<file path="config.mk">
export PLATFORM = sky130hd
export DESIGN_NAME = cache_tag_hit_unit_flat
export DESIGN_NICKNAME = d
export VERILOG_FILES = /design/src/rtl/cache_tag_hit_unit_if.sv /design/src/rtl/cache_tag_hit_unit.sv /design/src/flat_wrapper.sv
export SDC_FILE = /design/constraint.sdc
export NUM_CORES = 2
export LEC_CHECK = 0
export CAP_MARGIN = 10
export CORE_ASPECT_RATIO = 0.9
export CORE_MARGIN = 4
export CORE_UTILIZATION = 45
export DETAILED_ROUTE_END_ITERATION = 12
export SLEW_MARGIN = 30
export SYNTH_ARGS = -nofsm -noshare
export SYNTH_HDL_FRONTEND = slang
export SYNTH_SLANG_ARGS = --single-unit
export TNS_END_PERCENT = 100
</file>
<file path="constraint.sdc">
create_clock -name sysclk -period 4.73 [get_ports sysclk]
set_input_delay 0.7095 -clock sysclk [delete_from_list [all_inputs] [get_ports sysclk]]
set_output_delay 0.7095 -clock sysclk [all_outputs]
set_load 0.01 [all_outputs]
</file>
<file path="src/rtl/cache_tag_hit_unit_if.sv">
// Lookup/fill handshake bundle for cache_tag_hit_unit.
// HIT_CNT/MISS_CNT exist only when CACHE_HIT_STATS_EN is defined.
interface cache_tag_hit_unit_if #(
    parameter int TAG_W = 14,
    parameter int WAYS  = 2,
    parameter int IDX_W = 6
);
    localparam int WAY_W = (WAYS > 1) ? $clog2(WAYS) : 1;

    logic             LK_REQ;
    logic [IDX_W-1:0] LK_IDX;
    logic [TAG_W-1:0] LK_TAG;
    logic             LSHADOW;
    logic             FMISS;
    logic             CON_n;
    logic             INV;
    logic             FILL_ACK;
    logic [WAYS-1:0]  HIT_n;
    logic             HIT_VALID;
    logic             MISS;
    logic             FILL_REQ;
    logic [WAY_W-1:0] FILL_WAY;
    logic             BUSY;
`ifdef CACHE_HIT_STATS_EN
    logic [15:0]      HIT_CNT;
    logic [15:0]      MISS_CNT;
`endif

    modport master (
        output LK_REQ, LK_IDX, LK_TAG, LSHADOW, FMISS, CON_n, INV, FILL_ACK,
        input  HIT_n, HIT_VALID, MISS, FILL_REQ, FILL_WAY, BUSY
`ifdef CACHE_HIT_STATS_EN
        , input HIT_CNT, MISS_CNT
`endif
    );

    modport slave (
        input  LK_REQ, LK_IDX, LK_TAG, LSHADOW, FMISS, CON_n, INV, FILL_ACK,
        output HIT_n, HIT_VALID, MISS, FILL_REQ, FILL_WAY, BUSY
`ifdef CACHE_HIT_STATS_EN
        , output HIT_CNT, MISS_CNT
`endif
    );
endinterface

</file>
<file path="src/rtl/cache_tag_hit_unit.sv">
// Registered WAYS-way tag store with per-way active-low hits, fill handshake and sequential flush.
// Optional hit/miss counters are enabled by defining CACHE_HIT_STATS_EN.
module cache_tag_hit_unit #(
    parameter int TAG_W = 14,
    parameter int WAYS  = 2,
    parameter int IDX_W = 6
) (
    input logic                sysclk,
    input logic                sys_rst_n,
    cache_tag_hit_unit_if.slave bus
);
    localparam int WAY_W = (WAYS > 1) ? $clog2(WAYS) : 1;
    localparam int SETS  = 1 << IDX_W;

    typedef enum logic [1:0] {S_IDLE, S_RESULT, S_FILL_WAIT, S_FLUSH} state_t;

    state_t                       state_q, state_d;
    logic [SETS-1:0][WAYS-1:0]    valid_q, valid_d;
    logic [TAG_W:0]               tag_mem [SETS][WAYS];
    logic [IDX_W-1:0]             idx_q, idx_d, fl_idx_q, fl_idx_d;
    logic [TAG_W:0]               ltag_q, ltag_d;
    logic                         fmiss_q, fmiss_d, con_n_q, con_n_d;
    logic [WAYS-1:0]              hit_n_q, hit_n_d;
    logic                         hit_valid_q, hit_valid_d, miss_q, miss_d;
    logic                         fill_req_q, fill_req_d, busy_q, busy_d;
    logic                         repl_valid_q, repl_valid_d;
    logic [WAY_W-1:0]             fill_way_q, fill_way_d, rr_q, rr_d;
    logic [WAYS-1:0]              raw_hit, hit_vec;
    logic [WAY_W-1:0]             victim;
    logic                         found_inv, genuine_miss, tag_we;

    // Compare the latched lookup against the addressed set; shadow is the tag MSB.
    always_comb begin
        victim    = rr_q;
        found_inv = 1'b0;
        for (int w = 0; w < WAYS; w++)
            raw_hit[w] = valid_q[idx_q][w] && (tag_mem[idx_q][w] == ltag_q);
        for (int w = WAYS - 1; w >= 0; w--) begin
            if (!valid_q[idx_q][w]) begin
                victim    = WAY_W'(w);
                found_inv = 1'b1;
            end
        end
        hit_vec      = raw_hit & {WAYS{!fmiss_q && !con_n_q}};
        genuine_miss = !con_n_q && !fmiss_q && !(|raw_hit);
    end

    always_comb begin
        state_d      = state_q;
        valid_d      = valid_q;
        idx_d        = idx_q;
        fl_idx_d     = fl_idx_q;
        ltag_d       = ltag_q;
        fmiss_d      = fmiss_q;
        con_n_d      = con_n_q;
        hit_n_d      = '1;
        hit_valid_d  = 1'b0;
        miss_d       = 1'b0;
        fill_req_d   = fill_req_q;
        fill_way_d   = fill_way_q;
        repl_valid_d = repl_valid_q;
        rr_d         = rr_q;
        tag_we       = 1'b0;
        case (state_q)
            S_IDLE: begin
                if (bus.INV) begin
                    state_d  = S_FLUSH;
                    fl_idx_d = '0;
                end else if (bus.LK_REQ) begin
                    idx_d   = bus.LK_IDX;
                    ltag_d  = {bus.LSHADOW, bus.LK_TAG};
                    fmiss_d = bus.FMISS;
                    con_n_d = bus.CON_n;
                    state_d = S_RESULT;
                end
            end
            S_RESULT: begin
                hit_valid_d = 1'b1;
                hit_n_d     = ~hit_vec;
                miss_d      = (!con_n_q && fmiss_q) || genuine_miss;
                if (genuine_miss) begin
                    state_d      = S_FILL_WAIT;
                    fill_req_d   = 1'b1;
                    fill_way_d   = victim;
                    repl_valid_d = !found_inv;
                end else begin
                    state_d = S_IDLE;
                end
            end
            S_FILL_WAIT: begin
                if (bus.FILL_ACK) begin
                    tag_we                      = 1'b1;
                    valid_d[idx_q][fill_way_q]  = 1'b1;
                    fill_req_d                  = 1'b0;
                    state_d                     = S_IDLE;
                    if (repl_valid_q)
                        rr_d = (rr_q == WAY_W'(WAYS - 1)) ? '0 : rr_q + 1'b1;
                end
            end
            S_FLUSH: begin
                valid_d[fl_idx_q] = '0;
                fl_idx_d          = fl_idx_q + 1'b1;
                if (fl_idx_q == '1)
                    state_d = S_IDLE;
            end
            default: state_d = S_IDLE;
        endcase
        busy_d = (state_d != S_IDLE);
    end

    always_ff @(posedge sysclk or negedge sys_rst_n) begin
        if (!sys_rst_n) begin
            state_q      <= S_IDLE;
            valid_q      <= '0;
            idx_q        <= '0;
            fl_idx_q     <= '0;
            ltag_q       <= '0;
            fmiss_q      <= 1'b0;
            con_n_q      <= 1'b0;
            hit_n_q      <= '1;
            hit_valid_q  <= 1'b0;
            miss_q       <= 1'b0;
            fill_req_q   <= 1'b0;
            fill_way_q   <= '0;
            repl_valid_q <= 1'b0;
            rr_q         <= '0;
            busy_q       <= 1'b0;
        end else begin
            state_q      <= state_d;
            valid_q      <= valid_d;
            idx_q        <= idx_d;
            fl_idx_q     <= fl_idx_d;
            ltag_q       <= ltag_d;
            fmiss_q      <= fmiss_d;
            con_n_q      <= con_n_d;
            hit_n_q      <= hit_n_d;
            hit_valid_q  <= hit_valid_d;
            miss_q       <= miss_d;
            fill_req_q   <= fill_req_d;
            fill_way_q   <= fill_way_d;
            repl_valid_q <= repl_valid_d;
            rr_q         <= rr_d;
            busy_q       <= busy_d;
        end
    end

    // Tag payload needs no reset: the valid bits gate every use.
    always_ff @(posedge sysclk) begin
        if (tag_we)
            tag_mem[idx_q][fill_way_q] <= ltag_q;
    end

    assign bus.HIT_n     = hit_n_q;
    assign bus.HIT_VALID = hit_valid_q;
    assign bus.MISS      = miss_q;
    assign bus.FILL_REQ  = fill_req_q;
    assign bus.FILL_WAY  = fill_way_q;
    assign bus.BUSY      = busy_q;

`ifdef CACHE_HIT_STATS_EN
    logic [15:0] hit_cnt_q, hit_cnt_d, miss_cnt_q, miss_cnt_d;

    always_comb begin
        hit_cnt_d  = hit_cnt_q;
        miss_cnt_d = miss_cnt_q;
        if (state_q == S_IDLE && bus.INV) begin
            hit_cnt_d  = '0;
            miss_cnt_d = '0;
        end else if (state_q == S_RESULT) begin
            if (|hit_vec && hit_cnt_q != 16'hFFFF)
                hit_cnt_d = hit_cnt_q + 16'd1;
            if (genuine_miss && miss_cnt_q != 16'hFFFF)
                miss_cnt_d = miss_cnt_q + 16'd1;
        end
    end

    always_ff @(posedge sysclk or negedge sys_rst_n) begin
        if (!sys_rst_n) begin
            hit_cnt_q  <= '0;
            miss_cnt_q <= '0;
        end else begin
            hit_cnt_q  <= hit_cnt_d;
            miss_cnt_q <= miss_cnt_d;
        end
    end

    assign bus.HIT_CNT  = hit_cnt_q;
    assign bus.MISS_CNT = miss_cnt_q;
`endif
endmodule

</file>
<file path="src/flat_wrapper.sv">
// flat-port wrapper written by rule: the top's interface ports become plain ports
module cache_tag_hit_unit_flat 
#(
    parameter int TAG_W = 14,
    parameter int WAYS  = 2,
    parameter int IDX_W = 6
)
  (sysclk, sys_rst_n, bus_LK_REQ, bus_LK_IDX, bus_LK_TAG, bus_LSHADOW, bus_FMISS, bus_CON_n, bus_INV, bus_FILL_ACK, bus_HIT_n, bus_HIT_VALID, bus_MISS, bus_FILL_REQ, bus_FILL_WAY, bus_BUSY);
  cache_tag_hit_unit_if #(.TAG_W(TAG_W), .WAYS(WAYS), .IDX_W(IDX_W)) bus_i ();
  input logic sysclk;
  input logic sys_rst_n;
  input wire logic [$bits(bus_i.LK_REQ)-1:0] bus_LK_REQ;
  input wire logic [$bits(bus_i.LK_IDX)-1:0] bus_LK_IDX;
  input wire logic [$bits(bus_i.LK_TAG)-1:0] bus_LK_TAG;
  input wire logic [$bits(bus_i.LSHADOW)-1:0] bus_LSHADOW;
  input wire logic [$bits(bus_i.FMISS)-1:0] bus_FMISS;
  input wire logic [$bits(bus_i.CON_n)-1:0] bus_CON_n;
  input wire logic [$bits(bus_i.INV)-1:0] bus_INV;
  input wire logic [$bits(bus_i.FILL_ACK)-1:0] bus_FILL_ACK;
  output wire logic [$bits(bus_i.HIT_n)-1:0] bus_HIT_n;
  output wire logic [$bits(bus_i.HIT_VALID)-1:0] bus_HIT_VALID;
  output wire logic [$bits(bus_i.MISS)-1:0] bus_MISS;
  output wire logic [$bits(bus_i.FILL_REQ)-1:0] bus_FILL_REQ;
  output wire logic [$bits(bus_i.FILL_WAY)-1:0] bus_FILL_WAY;
  output wire logic [$bits(bus_i.BUSY)-1:0] bus_BUSY;
  assign bus_i.LK_REQ = bus_LK_REQ;
  assign bus_i.LK_IDX = bus_LK_IDX;
  assign bus_i.LK_TAG = bus_LK_TAG;
  assign bus_i.LSHADOW = bus_LSHADOW;
  assign bus_i.FMISS = bus_FMISS;
  assign bus_i.CON_n = bus_CON_n;
  assign bus_i.INV = bus_INV;
  assign bus_i.FILL_ACK = bus_FILL_ACK;
  assign bus_HIT_n = bus_i.HIT_n;
  assign bus_HIT_VALID = bus_i.HIT_VALID;
  assign bus_MISS = bus_i.MISS;
  assign bus_FILL_REQ = bus_i.FILL_REQ;
  assign bus_FILL_WAY = bus_i.FILL_WAY;
  assign bus_BUSY = bus_i.BUSY;
  cache_tag_hit_unit #(.TAG_W(TAG_W), .WAYS(WAYS), .IDX_W(IDX_W)) u_core (.sysclk(sysclk), .sys_rst_n(sys_rst_n), .bus(bus_i));
endmodule
</file>
# ---- Word level (Yosys, flattened, before mapping)
# Memories as Yosys holds them, arrays and structs flattened.
# Cells that the tools add are included.
dict set report word_totals {
  output_inout_bits 7
  input_bits 28
  n_memories 1
  ramBits 1920
  ff_bits 168
  wordCells 166
}
# name depth word_bits read_ports rd_clocked_by_memory_dff write_ports line
set memory_table {}
lappend memory_table {u_core.tag_mem 64 30 1 0 1 cache_tag_hit_unit.sv:19} ;# logic [TAG_W:0] tag_mem [SETS][WAYS];
dict set report op_classes {
  n_bitwise 7
  n_addsub 2
  n_eq_ne 9
  n_mux 35
  n_reduce_logical 26
  n_lt_le_gt_ge 8
}
# cell count
set op_table {}
lappend op_table {{$pmux W128 S2} 1}
lappend op_table {{$and A128 B128 Y128} 1}
lappend op_table {{$mux W128} 1}
lappend op_table {{$not A128 Y128} 1}
lappend op_table {{$or A128 B128 Y128} 1}
lappend op_table {{$eq A15 B15 Y1} 2}
lappend op_table {{$mux W30} 1}
lappend op_table {{$demux W2 S6} 2}
lappend op_table {{$mux W2} 9}
lappend op_table {{$demux W15 S1} 1}
lappend op_table {{$mux W15} 1}
lappend op_table {{$lt A6 B7 Y1 const B} 2}
lappend op_table {{$mux W1} 13}
lappend op_table {{$bmux W2 S6} 1}
lappend op_table {{$ge A6 B1 Y1 const B} 2}
lappend op_table {{$pmux W6 S2} 1}
lappend op_table {{$logic_and A1 B1 Y1} 9}
lappend op_table {{$reduce_and A3 Y1} 3}
lappend op_table {{$pmux W2 S4} 1}
lappend op_table {{$reduce_bool A2 Y1} 4}
lappend op_table {{$add A6 B1 Y6 const B} 1}
lappend op_table {{$eq A6 B6 Y1 const B} 1}
lappend op_table {{$mux W6} 1}
lappend op_table {{$reduce_and A2 Y1} 3}
lappend op_table {{other kinds (19)} 24}

# ---- Depth between registers and ports, before layout
dict set report logic_depth {
  ltp_word 9
  depth_mapped 17
  mapped_depth_nobuf 11
}

# ---- Worst setup path before layout
# No wires, ideal clock.
dict set report synth_timing {
  path_kind {register to register}
  startpoint {register u_core.ltag_q[3]}
  endpoint {register u_core.fill_way_q (netlist: u_core.bus.FILL_WAY)}
  path_stages_with_launch 7
  arrival_ps 3424
  required_time_ps 4605
  n_path_buf 0
  period_less_slack_ps 3549
  setup_time_ps 125
  path_slack_ps 1181
  cell_sequence {dfrtp_1 -> inv_1 -> xnor2_1 -> or4_4 -> nor4_4 -> nor2_2 -> mux2_4}
}
dict set report synth_between {
  elab_chain_len 6
  word_cells_on_any_way 8
  cone_classes {eq/ne (2); reduce/logical (6)}
}
# element line
set synth_rtl {}
lappend synth_rtl {{from (decl)} cache_tag_hit_unit.sv:21} ;# logic [TAG_W:0] ltag_q, ltag_d;
lappend synth_rtl {{from (signal assigned)} cache_tag_hit_unit.sv:133} ;# ltag_q <= ltag_d;
lappend synth_rtl {{$eq A15 B15 Y1} cache_tag_hit_unit.sv:37} ;# raw_hit[w] = valid_q[idx_q][w] && (tag_mem[idx_q][w] == ltag_q);
lappend synth_rtl {{$logic_and A1 B1 Y1} cache_tag_hit_unit.sv:37}
lappend synth_rtl {{$reduce_or A2 Y1 *} cache_tag_hit_unit.sv:45} ;# genuine_miss = !con_n_q && !fmiss_q && !(|raw_hit);
lappend synth_rtl {{$logic_not A1 Y1 *} cache_tag_hit_unit.sv:45}
lappend synth_rtl {{$logic_and A1 B1 Y1 *} cache_tag_hit_unit.sv:45}
lappend synth_rtl {{$reduce_and A2 Y1 (no source line) *} -}
lappend synth_rtl {{to (signal assigned)} cache_tag_hit_unit.sv:140} ;# fill_way_q <= fill_way_d;
lappend synth_rtl {{to (decl)} cache_tag_hit_unit.sv:27} ;# logic [WAY_W-1:0] fill_way_q, fill_way_d, rr_q, rr_d;
# Every way passes the cells marked *; elsewhere a longest branch is shown, timed or not.
# A chain may end at the register's enable or synchronous reset.

# ---- Final worst setup path
dict set report layout_timing {
  startpoint {register u_core.idx_q[2]}
  endpoint {register u_core.fill_way_q (netlist: u_core.bus.FILL_WAY)}
}
dict set report layout_between {
  elab_chain_len 7
  word_cells_on_any_way 13
  cone_classes {eq/ne (2); mux (4); reduce/logical (6); memory (1)}
}
# element line
set layout_rtl {}
lappend layout_rtl {{from (decl)} cache_tag_hit_unit.sv:20} ;# logic [IDX_W-1:0] idx_q, idx_d, fl_idx_q, fl_idx_d;
lappend layout_rtl {{from (signal assigned)} cache_tag_hit_unit.sv:131} ;# idx_q <= idx_d;
lappend layout_rtl {{$mem_v2 Z64 W30 / $bmux W2 S6 (equally long branches)} -}
lappend layout_rtl {{$eq A15 B15 Y1 / $mux W2 (equally long branches)} {cache_tag_hit_unit.sv:37, cache_tag_hit_unit.sv:39}}
lappend layout_rtl {{$logic_and A1 B1 Y1} cache_tag_hit_unit.sv:37}
lappend layout_rtl {{$reduce_or A2 Y1} cache_tag_hit_unit.sv:45}
lappend layout_rtl {{$logic_not A1 Y1} cache_tag_hit_unit.sv:45}
lappend layout_rtl {{$logic_and A1 B1 Y1} cache_tag_hit_unit.sv:45}
lappend layout_rtl {{$reduce_and A2 Y1 (no source line)} -}
# Parallel ways exist; a longest one is shown, timed or not. The select of a mux whose other input is x is not followed.

==> impl_metrics.json <==
{
  "slew_headroom": 0.308,
  "drive_gt1_frac": 0.227,
  "start_util": 0.452,
  "internal-power_mw": 40.4,
  "hold_violations": 0,
  "gp_congestion": 0.955,
  "outcome": "complete, but fails checks",
  "syn_area_per_cell_um2": 17.6,
  "clkPwrFrac": 0.260,
  "powerDensity_nw_per_um2": 671,
  "routed_wl_um": 271000,
  "critPathArrivalTime_ps": 5450,
  "worstMarginPinSlew_ps": 1040,
  "register_area_um2": 61900,
  "die_h_um": 412,
  "grt_max_degree": 105,
  "synth_edf_count": 1920,
  "io_buffer_count": 34,
  "multi_input_area_um2": 18700,
  "crit_type": "flop to flop",
  "finalCritPeriodShare": 1.00,
  "p_leak_nw": 32.1,
  "vias": 49400,
  "hold_path_class": "primary input to asynchronous set/reset pin",
  "slew_violations": 0,
  "hpwl_um": 169000,
  "cts.clk_slew.worst_paths_ps": 60,
  "r2r_start": "u_core.idx_q[2]$_DFFE_PN0P_",
  "syn_to_final_growth_pct": 16.2,
  "dieArea_um2": 189000,
  "root_buffer": "clkbuf_16",
  "synth_ff_type": "edfxtp_1",
  "seqPwrFrac": 0.386,
  "track_usage": 0.283,
  "row_count": 148,
  "drv_cap": 0,
  "wl_per_cell_um": 35.7,
  "syn-instance-count": 4653,
  "finalSetupViolCount": 1,
  "power.share.combinational": 0.354,
  "synth_area_um2": 81800,
  "clockBufferDepth": 3,
  "drtIter0Drc": 7564,
  "crit_fanout": 35,
  "drc_errors": 0,
  "gr-total-overflow": 0,
  "fin_tns_setup_ps": -10.4,
  "antenna_found_initial": 10,
  "yosysSeqAreaShare": 0.757,
  "ant_nets": 0,
  "grt_pass1_wl_um": 377000,
  "ir_worst_vdd_uv": 748,
  "io_pins": 35,
  "first_pass_iters": 8,
  "min_period_ps": 4740,
  "htreeDepth": 4,
  "violations": "setup timing",
  "fp.coreArea_um2": 181000,
  "syn_nets": 4682,
  "cts_made_buffers": 207,
  "fin_skew_ps": 39.9,
  "placed_cells": 7198,
  "critical_path_required_ps": 5440,
  "grt_pass1_vias": 47300,
  "yosysWarnings": 0,
  "fin_ws_ps": -10.4,
  "rr_worst_depth": 16,
  "nets": 5049,
  "cts_tree": "yes",
  "ys_types": 78,
  "p_sw_frac": 0.366,
  "dieWidth_um": 457,
  "max_freq_mhz": 211,
  "clk_latency_ps": 850,
  "start_kind": "flop",
  "synth-seq-cells": 2088,
  "rrSetupSlack_ps": -10,
  "async_reset_ff_frac": 0.0805,
  "fill_cells": 14600,
  "end_kind": "flop",
  "viasPerCell": 6.50,
  "r2r-end": "u_core.bus.FILL_WAY$_DFFE_PN0P_",
  "final_cells": 7600,
  "clock-sinks": 2088,
  "power_switching_mw": 23.3
}
## metal layers
metal	share of wire	global-route usage	vias to the layer above
li1	-	-	19700
met1	0.40	0.408	25600
met2	0.44	0.414	3509
met3	0.13	0.0818	533
met4	0.036	0.0952	2
met5	0.000041	0	-
## Yosys cell counts (39+ instances only)
master	instances	area share
a22o_1	85	0.0091
buf_4	39	0.0036
mux4_2	100	0.028
a221o_1	96	0.012
nand2_1	160	0.0073
a22oi_1	149	0.014
a21o_1	69	0.0063
o22ai_1	146	0.011
mux2i_1	317	0.039
buf_1	39	0.0018
edfxtp_1	1920	0.71
mux2_2	138	0.019
clkbuf_1	103	0.0047
o21ai_0	89	0.0054
buf_2	101	0.0062
dfrtp_1	166	0.051
a221oi_1	139	0.015
a21oi_1	126	0.0077
nor2_1	225	0.010
## through the flow
stage	power [mW]	hold WS, ps	utilization	cell area [um2]	worst slack (ps)
final	63.7	306	0.525	95000	-10.4
after detailed placement	46.6	461	0.486	87900	-130
after CTS	63.1	414	0.524	94700	1.60
after global placement	46.4	454	0.486	87900	-92.7
after global routing	65.3	305	0.525	95000	-8.84
after floorplan	35.8	414	-	81800	1180
## cell type report
cell class / count / share of cell area
clock buffer: 270 / 0.0596
antenna: 4 / 0.000105
sequential: 2088 / 0.652
tap: 2400 / 0.0316
timing repair buffer: 474 / 0.0474
multi-input combinational: 2243 / 0.197
clock inverter: 115 / 0.0119
inverter: 6 / 0.000356
## state kept, by name (all words and copies together), names as in the netlist
register and flops:
u_core.bus.FILL_REQ 1, u_core.fl_idx_q 6, u_core.bus.FILL_WAY 1, u_core.state_q 2, u_core.tag_mem 1920, u_core.repl_valid_q 1, u_core.bus.MISS 1, u_core.rr_q 1
u_core.ltag_q 15, u_core.bus.BUSY 1, u_core.idx_q 6, u_core.valid_q 128, u_core.con_n_q 1, u_core.bus.HIT_VALID 1, u_core.fmiss_q 1, u_core.bus.HIT_n 2
## timing repair
| action | CTS | global route |
|---|---|---|
| setup endpoints to repair | 6 | 6 |
| hold endpoints to repair | 10 | 0 |
| setup buffers | 2 | 7 |
| gates cloned | 0 | 0 |
| gates resized for setup | 7 | 21 |
| hold buffers | 1 | 0 |
| pin swaps | 0 | 5 |
## placed cells by master (no fill, tap or decap), drive strengths merged, types with 33 or more instances in the layout
cell / synthesis / final
clkbuf: 103 / 270
clkinv: 0 / 86
buf: 213 / 440
dfrtp: 166 / 166
o22ai: 146 / 146
mux4: 100 / 100
clkdlybuf4s50: 0 / 33
a22oi: 149 / 149
a22o: 85 / 85
o21a: 34 / 34
o21ai: 94 / 94
nor2: 227 / 227
a221o: 96 / 96
mux2: 162 / 162
a221oi: 143 / 143
nand2: 160 / 160
a21o: 69 / 69
mux2i: 317 / 317
edfxtp: 1920 / 1920
a21oi: 126 / 126
## logic make-up (layout without fill, tap and decap cells)
kind of cell,after synthesis,after routing,synth area share
AOI/OAI and AO/OA,1067,1067,0.0971
buffers and inverters,322,865,0.0212
xor gates and xnor gates,31,31,0.00332
muxes,579,579,0.0889
DFF,2088,2088,0.757
adders and majority gates,1,1,0.000153
and+or+nand+nor,565,565,0.0327
other,0,4,0
## how the worst max path moves through the flow
stage / slack, ps / end / depth (start not counted) / from
CTS: 2 / u_core.repl_valid_q$_DFFE_PN0P_ / 13 / u_core.idx_q[0]$_DFFE_PN0P_
global placement: -90 / u_core.repl_valid_q$_DFFE_PN0P_ / 16 / u_core.idx_q[1]$_DFFE_PN0P_
global route: -9 / u_core.bus.FILL_WAY$_DFFE_PN0P_ / 13 / u_core.idx_q[0]$_DFFE_PN0P_
finish: -10 / u_core.bus.FILL_WAY$_DFFE_PN0P_ / 16 / u_core.idx_q[2]$_DFFE_PN0P_
detailed placement: -130 / u_core.bus.FILL_WAY$_DFFE_PN0P_ / 16 / u_core.idx_q[1]$_DFFE_PN0P_
floorplan: 1180 / u_core.bus.FILL_WAY$_DFFE_PN0P_ / 6 / u_core.ltag_q[3]$_DFFE_PN0P_
## power groups by stage
stage / Clock (mW) / Sequential, mW / Combinational (mW)
5_1_grt: 17.5 / 24.6 / 23.2
4_1_cts: 16.7 / 24.7 / 21.7
2_1_floorplan: 0 / 25.3 / 10.5
6_report: 16.6 / 24.6 / 22.6
3_3_place_gp: 0 / 25.0 / 21.4
3_5_place_dp: 0 / 25.1 / 21.5
## critical path: stages (launching register included)
cell and delay, ps:
dfrtp_4 540, buf_12 200, buf_4 190, buf_12 240
mux2_2 390, a221oi_1 380, nor2_1 90, o21ai_0 330
nand4_1 220, buf_4 200, xor2_1 140, nor4_2 390
nand4_1 240, o31ai_4 370, buf_4 240, nor2_2 90
mux2_4 300
Power figures use the tool's default switching activity.
